**src/rtl/port_bridge.sv**
```systemverilog
// Memory-mapped CPU port bridging a 16-bit TX FIFO (CPU -> device) and RX FIFO
// (device -> CPU), with a status/control word at PORT_ADDR+1.
module port_bridge #(
  parameter int          DEPTH     = 4,
  parameter logic [15:0] PORT_ADDR = 16'h0000
) (
  input  logic        clk,
  input  logic        reset,
  input  logic        cpu_write,
  input  logic        cpu_read,
  input  logic [15:0] cpu_addr,
  input  logic [15:0] cpu_wdata,
  output logic [15:0] rx_word,
  output logic [15:0] status,
  output logic [15:0] tx_data,
  output logic        tx_valid,
  input  logic        tx_ready,
  input  logic [15:0] rx_data,
  input  logic        rx_valid,
  output logic        rx_ready
);

  localparam int              AW        = (DEPTH > 1) ? $clog2(DEPTH) : 1;
  localparam int              CW        = AW + 1;
  localparam logic [CW-1:0]   FULL_CNT  = CW'(DEPTH);
  localparam logic [AW-1:0]   LAST_PTR  = AW'(DEPTH - 1);
  localparam logic [15:0]     CTRL_ADDR = PORT_ADDR + 16'd1;

  // Explicit wrap keeps pointer behaviour independent of DEPTH being a power of two.
  function automatic logic [AW-1:0] next_ptr(input logic [AW-1:0] ptr);
    return (ptr == LAST_PTR) ? '0 : ptr + AW'(1);
  endfunction

  logic [15:0]   r_tx_mem [DEPTH];
  logic [AW-1:0] r_tx_rd;
  logic [AW-1:0] r_tx_wr;
  logic [CW-1:0] r_tx_cnt;

  logic [15:0]   r_rx_mem [DEPTH];
  logic [AW-1:0] r_rx_rd;
  logic [AW-1:0] r_rx_wr;
  logic [CW-1:0] r_rx_cnt;

  logic          r_tx_ovf;
  logic          r_rx_unf;

  logic w_tx_full, w_tx_empty, w_rx_full, w_rx_empty;
  logic w_data_wr, w_data_rd, w_ctrl_clr;
  logic w_tx_push, w_tx_pop, w_tx_ovf_evt;
  logic w_rx_push, w_rx_pop, w_rx_unf_evt;

  assign w_tx_full  = (r_tx_cnt == FULL_CNT);
  assign w_tx_empty = (r_tx_cnt == '0);
  assign w_rx_full  = (r_rx_cnt == FULL_CNT);
  assign w_rx_empty = (r_rx_cnt == '0);

  assign w_data_wr  = cpu_write && (cpu_addr == PORT_ADDR);
  assign w_data_rd  = cpu_read  && (cpu_addr == PORT_ADDR);
  assign w_ctrl_clr = cpu_write && (cpu_addr == CTRL_ADDR) && cpu_wdata[0];

  // Fullness is judged on pre-edge state, so a same-cycle pop never rescues a write to a full TX.
  assign w_tx_push    = w_data_wr && !w_tx_full;
  assign w_tx_ovf_evt = w_data_wr &&  w_tx_full;
  assign w_tx_pop     = tx_valid  &&  tx_ready;

  assign w_rx_push    = rx_valid  &&  rx_ready;
  assign w_rx_pop     = w_data_rd && !w_rx_empty;
  assign w_rx_unf_evt = w_data_rd &&  w_rx_empty;

  assign tx_valid = !w_tx_empty;
  assign tx_data  = w_tx_empty ? 16'h0000 : r_tx_mem[r_tx_rd];
  assign rx_ready = !w_rx_full;
  assign rx_word  = w_rx_empty ? 16'h0000 : r_rx_mem[r_rx_rd];

  assign status = {4'(r_tx_cnt), 4'(r_rx_cnt), 2'b00, r_rx_unf, r_tx_ovf,
                   w_rx_full, w_tx_empty, w_tx_full, !w_rx_empty};

  // Storage holds no reset; validity is tracked by the counts alone.
  always_ff @(posedge clk) begin
    if (w_tx_push) r_tx_mem[r_tx_wr] <= cpu_wdata;
    if (w_rx_push) r_rx_mem[r_rx_wr] <= rx_data;
  end

  always_ff @(posedge clk) begin
    if (reset) begin
      r_tx_rd  <= '0;
      r_tx_wr  <= '0;
      r_tx_cnt <= '0;
    end else begin
      if (w_tx_push) r_tx_wr <= next_ptr(r_tx_wr);
      if (w_tx_pop)  r_tx_rd <= next_ptr(r_tx_rd);
      case ({w_tx_push, w_tx_pop})
        2'b10:   r_tx_cnt <= r_tx_cnt + CW'(1);
        2'b01:   r_tx_cnt <= r_tx_cnt - CW'(1);
        default: r_tx_cnt <= r_tx_cnt;
      endcase
    end
  end

  always_ff @(posedge clk) begin
    if (reset) begin
      r_rx_rd  <= '0;
      r_rx_wr  <= '0;
      r_rx_cnt <= '0;
    end else begin
      if (w_rx_push) r_rx_wr <= next_ptr(r_rx_wr);
      if (w_rx_pop)  r_rx_rd <= next_ptr(r_rx_rd);
      case ({w_rx_push, w_rx_pop})
        2'b10:   r_rx_cnt <= r_rx_cnt + CW'(1);
        2'b01:   r_rx_cnt <= r_rx_cnt - CW'(1);
        default: r_rx_cnt <= r_rx_cnt;
      endcase
    end
  end

  // A new error event outranks a same-cycle clear.
  always_ff @(posedge clk) begin
    if (reset) begin
      r_tx_ovf <= 1'b0;
      r_rx_unf <= 1'b0;
    end else begin
      if (w_tx_ovf_evt)    r_tx_ovf <= 1'b1;
      else if (w_ctrl_clr) r_tx_ovf <= 1'b0;
      if (w_rx_unf_evt)    r_rx_unf <= 1'b1;
      else if (w_ctrl_clr) r_rx_unf <= 1'b0;
    end
  end

endmodule

```
**config.mk**
```make
export PLATFORM = sky130hd
export DESIGN_NAME = port_bridge
export DESIGN_NICKNAME = d
export VERILOG_FILES = /design/src/rtl/port_bridge.sv
export SDC_FILE = /design/constraint.sdc
export NUM_CORES = 1
export LEC_CHECK = 0
export BUFFER_PORTS_ARGS = -buffer_cell sky130_fd_sc_hd__buf_4
export CAP_MARGIN = 20
export CORE_UTILIZATION = 55
export CTS_BUF_LIST = sky130_fd_sc_hd__clkbuf_4 sky130_fd_sc_hd__clkbuf_8
export DETAILED_ROUTE_END_ITERATION = 10
export HOLD_SLACK_MARGIN = 0.12
export PLACE_DENSITY_LB_ADDON = 0.1
export SYNTH_ARGS = -nofsm -noshare
export SYNTH_HDL_FRONTEND = slang
export SYNTH_SLANG_ARGS = --single-unit
```
**constraint.sdc**
```tcl
create_clock -name clk -period 3.6 [get_ports clk]
set_input_delay 0.54 -clock clk [delete_from_list [all_inputs] [get_ports clk]]
set_output_delay 0.54 -clock clk [all_outputs]
set_load 0.05 [all_outputs]
```
# [Word level (Yosys, flattened, before mapping)]
# Memories as Yosys holds them, arrays and structs flattened. A register that Yosys moved wholly into a read port is not among the register bits.
# Cells that the tools add are included.
[op_classes] add_sub_neg=8 eq_ne=11 muxes=19 reduce_logical=21
[op_table] cell="$mux W16" count=2
[op_table] cell="$eq A16 B1 Y1 const B" count=1
[op_table] cell="$logic_not A16 Y1" count=1
[op_table] cell="$mux W2" count=8
[op_table] cell="$eq A2 B2 Y1 const B" count=6
[op_table] cell="$pmux W3 S2" count=2
[op_table] cell="$logic_and A1 B1 Y1" count=10
[op_table] cell="$add A2 B1 Y2 const B" count=4
[op_table] cell="$reduce_bool A2 Y1" count=4
[op_table] cell="$mux W1" count=7
[op_table] cell="$add A3 B1 Y3 const B" count=2
[op_table] cell="$eq A3 B3 Y1 const B" count=2
[op_table] cell="$logic_not A3 Y1" count=2
[op_table] cell="$sub A3 B1 Y3 const B" count=2
[op_table] cell="$eq A2 B1 Y1 const B" count=2
[op_table] cell="$logic_not A1 Y1" count=4
[totals] regBits=16 ram_bits=128 input_bits=54 output_inout_bits=50 elab_cells=69 memories=2
[mem_list] memory="r_rx_mem" depth=4 width=16 read_ports=1 rd_clocked_by_memory_dff=1 write_ports=1 line_no="39" rtl="logic [15:0] r_rx_mem [DEPTH];"
[mem_list] memory="r_tx_mem" depth=4 width=16 read_ports=1 rd_clocked_by_memory_dff=1 write_ports=1 line_no="34" rtl="logic [15:0] r_tx_mem [DEPTH];"

# [Logic depth before layout (Yosys ltp)]
[depth] ltp_word=5 ltp_mapped=11 depth_no_buf=10

# [Worst setup path after synthesis]
# Ideal clock, no wire load.
[synth_timing] kind="register to register" from="reg r_rx_cnt[2]" to="reg r_rx_cnt[2]" setup_time_ns=0.070 t_arrival_ns=2.872 required_time_ns=3.530 slack_ns=0.659 stages_incl_launch_ff=10 n_path_buf=1 period_less_slack_ns=2.941 cell_sequence="dfxtp_1 or3b_2 clkbuf_1 nand2_1 ha_1 inv_1 fa_1 xor2_1 or3_1 a21oi_1"
[synth_via] elab_chain_len=5 word_cells_on_any_way=12 classes_between="add/sub (2); eq/ne (3); mux (1); reduce/logical (6)"
[synth_rtl] item="from (decl)" line_no="42" rtl="logic [CW-1:0] r_rx_cnt;"
[synth_rtl] item="from (signal assigned)" line_no="109" rtl="2'b10: r_rx_cnt <= r_rx_cnt + CW'(1);"
[synth_rtl] item="from (signal assigned)" line_no="110" rtl="2'b01: r_rx_cnt <= r_rx_cnt - CW'(1);"
[synth_rtl] item="from (signal assigned)" line_no="111" rtl="default: r_rx_cnt <= r_rx_cnt;"
[synth_rtl] item="$eq A3 B3 Y1 (*)" line_no="54" rtl="assign w_rx_full = (r_rx_cnt == FULL_CNT);"
[synth_rtl] item="$logic_not A1 Y1 (*)" line_no="72" rtl="assign rx_ready = !w_rx_full;"
[synth_rtl] item="named net rx_ready" line_no="20" rtl="output logic rx_ready"
[synth_rtl] item="$logic_and A1 B1 Y1 (*)" line_no="66" rtl="assign w_rx_push = rx_valid && rx_ready;"
[synth_rtl] item="$eq A2 B1 Y1 or $eq A2 B2 Y1 (tied branches)" line_no="108" rtl="case ({w_rx_push, w_rx_pop})"
[synth_rtl] item="$pmux W3 S2 or $reduce_bool A2 Y1 (tied branches)"
# Mark *: on every way through the listed nets, which the timed path passes. The rest lies on a longest branch.
# A chain may end at the register's enable or synchronous reset.

==> flow_summary.json <==
{
  "diodes": 0,
  "synth_warnings": 0,
  "met3_length_um": 543,
  "startpoint_type": "flip-flop",
  "wl_met1_um": 4810,
  "grt-ovfl-total": 0,
  "synth_fa_ha_area_frac": 0.0315,
  "met2_length_um": 5100,
  "placementRows": 37,
  "drive_gt1_frac": 0.383,
  "grt_use_total": 0.205,
  "synth_compound_area_frac": 0.0191,
  "core_mm2": 0.0105,
  "synth-seq-cells": 148,
  "crit_path_end_kind": "primary output",
  "cpPeakStageDelay_ns": 0.89,
  "grt_pass1_wl_um": 16800,
  "die_area_mm2": 0.0114,
  "io_buffers": 99,
  "hpwlAfterDp_um": 6810,
  "cts_tree": "built",
  "tns_ns": 0,
  "synthArstFlopShare": 0,
  "fin_crit_sh": 0.732,
  "r2r_setup_slack_ns": 1.02,
  "post_cts_buffers": 0,
  "setup_viol": 0,
  "synth_top_family_by_area": "multiplexers",
  "ir_drop_mv": 0.278,
  "ys.flop_type": "edfxtp_1",
  "timing_worst_setup_path_type": "reg2out",
  "ant_nets": 0,
  "drtIter0Drc": 145,
  "clock.fmax_mhz": 379,
  "cts.path.max_buffers": 2,
  "cap_viol_max_count": 0,
  "die_h_um": 107,
  "grt_pass1_vias": 3371,
  "r2r-start": "r_tx_cnt[0]",
  "areaGrowthSynthToFinish_pct": 22.8,
  "num_vias": 3274,
  "arrival_ns": 2.10,
  "yosys-mux-area-fraction": 0.123,
  "synth-simple-area-share": 0.0853,
  "drt_wl_total_um": 10600,
  "cts_hold_buffers": 0,
  "finalCoreUtilization": 0.708,
  "tightest_slew_ns": 0.895,
  "viasPerCell": 5.43,
  "finalNetCount": 522,
  "crit_required_ns": 3.06,
  "initial_core_util": 0.576,
  "cts_buffers": 17,
  "syn_area_mm2": 0.00603,
  "synthCells": 347,
  "cts_htree_levels": 4,
  "p_per_area_mw_per_mm2": 505,
  "synth-edff-count": 128,
  "highest_layer": "met4",
  "cts.sinks": 148,
  "holdWs_ns": 0.309,
  "critPathMaxFanout": 16,
  "rsz0062_at_grt": "no",
  "synth.avg_cell_area_um2": 17.4,
  "finClkSkew_ns": 0.0109,
  "synthDistinctLibCells": 33,
  "clock_latency_ns": 0.43,
  "wl_per_cell_um": 17.5,
  "yosys.area_share.xor_xnor": 0.00581,
  "synth_seq_area_share": 0.704,
  "cts_resized": 0,
  "holdCritPathClass": "in2reg",
  "antenna_found_initial": 0,
  "root_buffer": "clkbuf_8",
  "place.gp.congestion": 0.698,
  "period_minus_slack_ns": 2.64,
  "leakage_nw": 2.69,
  "final_common_cell": "edfxtp_1",
  "worstHoldStart": "rx_data[8]",
  "grt_max_degree": 22,
  "status": "finished, final reports clean",
  "final_max_slew_viol_count": 0,
  "crit_chain": "mux4_2 -> nor2b_1 -> buf_4",
  "cpMaxStageDelayCell": "dfxtp_1",
  "die_w_um": 107,
  "hold_viol": 0,
  "final_cell_mix": "edfxtp_1, buf_4, mux4_2",
  "firstDrtPassIters": 4,
  "clkTransAtPathRegs_ns": 0.07,
  "max_slew_margin": 0.403,
  "ioPinCount": 104,
  "route.detailed.drc": 0
}
## path summary, 6_finish.rpt
path	to	cells after the start
max	rx_word[12]	3
min reg2reg	r_rx_unf	2
max reg2reg	r_tx_cnt[2]	9
min	r_rx_mem[0][8]	1
## synthesized netlist by cell type (3+ instances only)
master / n / area (um^2)
edfxtp_1: 128 / 3840
mux4_2: 32 / 721
dfxtp_1: 20 / 400
and2_1: 17 / 106
nor2b_1: 17 / 106
inv_1: 16 / 60.1
clkbuf_1: 13 / 48.8
a21oi_1: 12 / 60.1
ha_1: 12 / 150
buf_4: 9 / 67.6
and3_1: 8 / 50.1
nor2_1: 8 / 30.0
nand2_1: 7 / 26.3
or3_1: 6 / 37.5
nor4_1: 5 / 31.3
o31ai_1: 4 / 30.0
xor2_1: 4 / 35.0
nand3_1: 3 / 15.0
nand4_1: 3 / 18.8
nor3_1: 3 / 15.0
## final cells by class
cell class,instances,area (um^2)
clock buffers,23,292
clock inverters,9,203
fillers,664,3060
inverters,16,60.1
multi-input cells,162,1620
flip-flops and latches,148,4240
well taps,136,170
repair buffers,109,818
## critical path, delay by kind of cell, from the launching register on
family                 cells  cell delay, ns
buffers and inverters      1            0.24
multiplexers               1            0.34
AND/OR/NAND/NOR            1            0.21
flip-flops                 1            0.89
## per-stage QoR
stage / power [mW] / instance area, um^2 / instances / setup slack (ns)
2_1_floorplan: 2.11 / 6040 / 350 / 0.659
3_3_place_gp: 2.23 / 6910 / 571 / 0.754
3_5_place_dp: 2.24 / 6910 / 571 / 0.695
4_1_cts: 3.77 / 7400 / 603 / 0.926
5_1_grt: 3.84 / 7400 / 603 / 0.791
6_report: 3.74 / 7400 / 603 / 0.963
## flip-flops by register name (all words and copies together) (netlist names), named ones only
register,cells
r_rx_mem,64
r_tx_mem,64
r_rx_cnt,3
r_tx_cnt,3
r_rx_rd,2
r_rx_wr,2
r_tx_rd,2
r_tx_wr,2
r_rx_unf,1
r_tx_ovf,1
## cell families (layout without fill, tap and decap cells)
logic type,Yosys count,after routing
xor gates and xnor gates,4,4
other,1,4
muxes,34,34
DFF,148,148
AOI/OAI and AO/OA,20,20
adders and majority gates,14,14
buffers and inverters,40,157
and+or+nand+nor,86,86
## power by group
| part | leakage (nW) | switching (mW) | internal (mW) |
|---|---|---|---|
| Clock | 0.252 | 0.576 | 0.966 |
| Combinational | 1.11 | 0.184 | 0.103 |
| Sequential | 1.32 | 0.0121 | 1.90 |
## per-layer routing
| layer | vias to the layer above | GRT usage |
|---|---|---|
| li1 | 1536 | - |
| met1 | 1618 | 0.280 |
| met2 | 109 | 0.318 |
| met3 | 11 | 0.0626 |
| met4 | 0 | 0.0646 |
| met5 | - | 0 |
(Power assumes the default switching activity.)
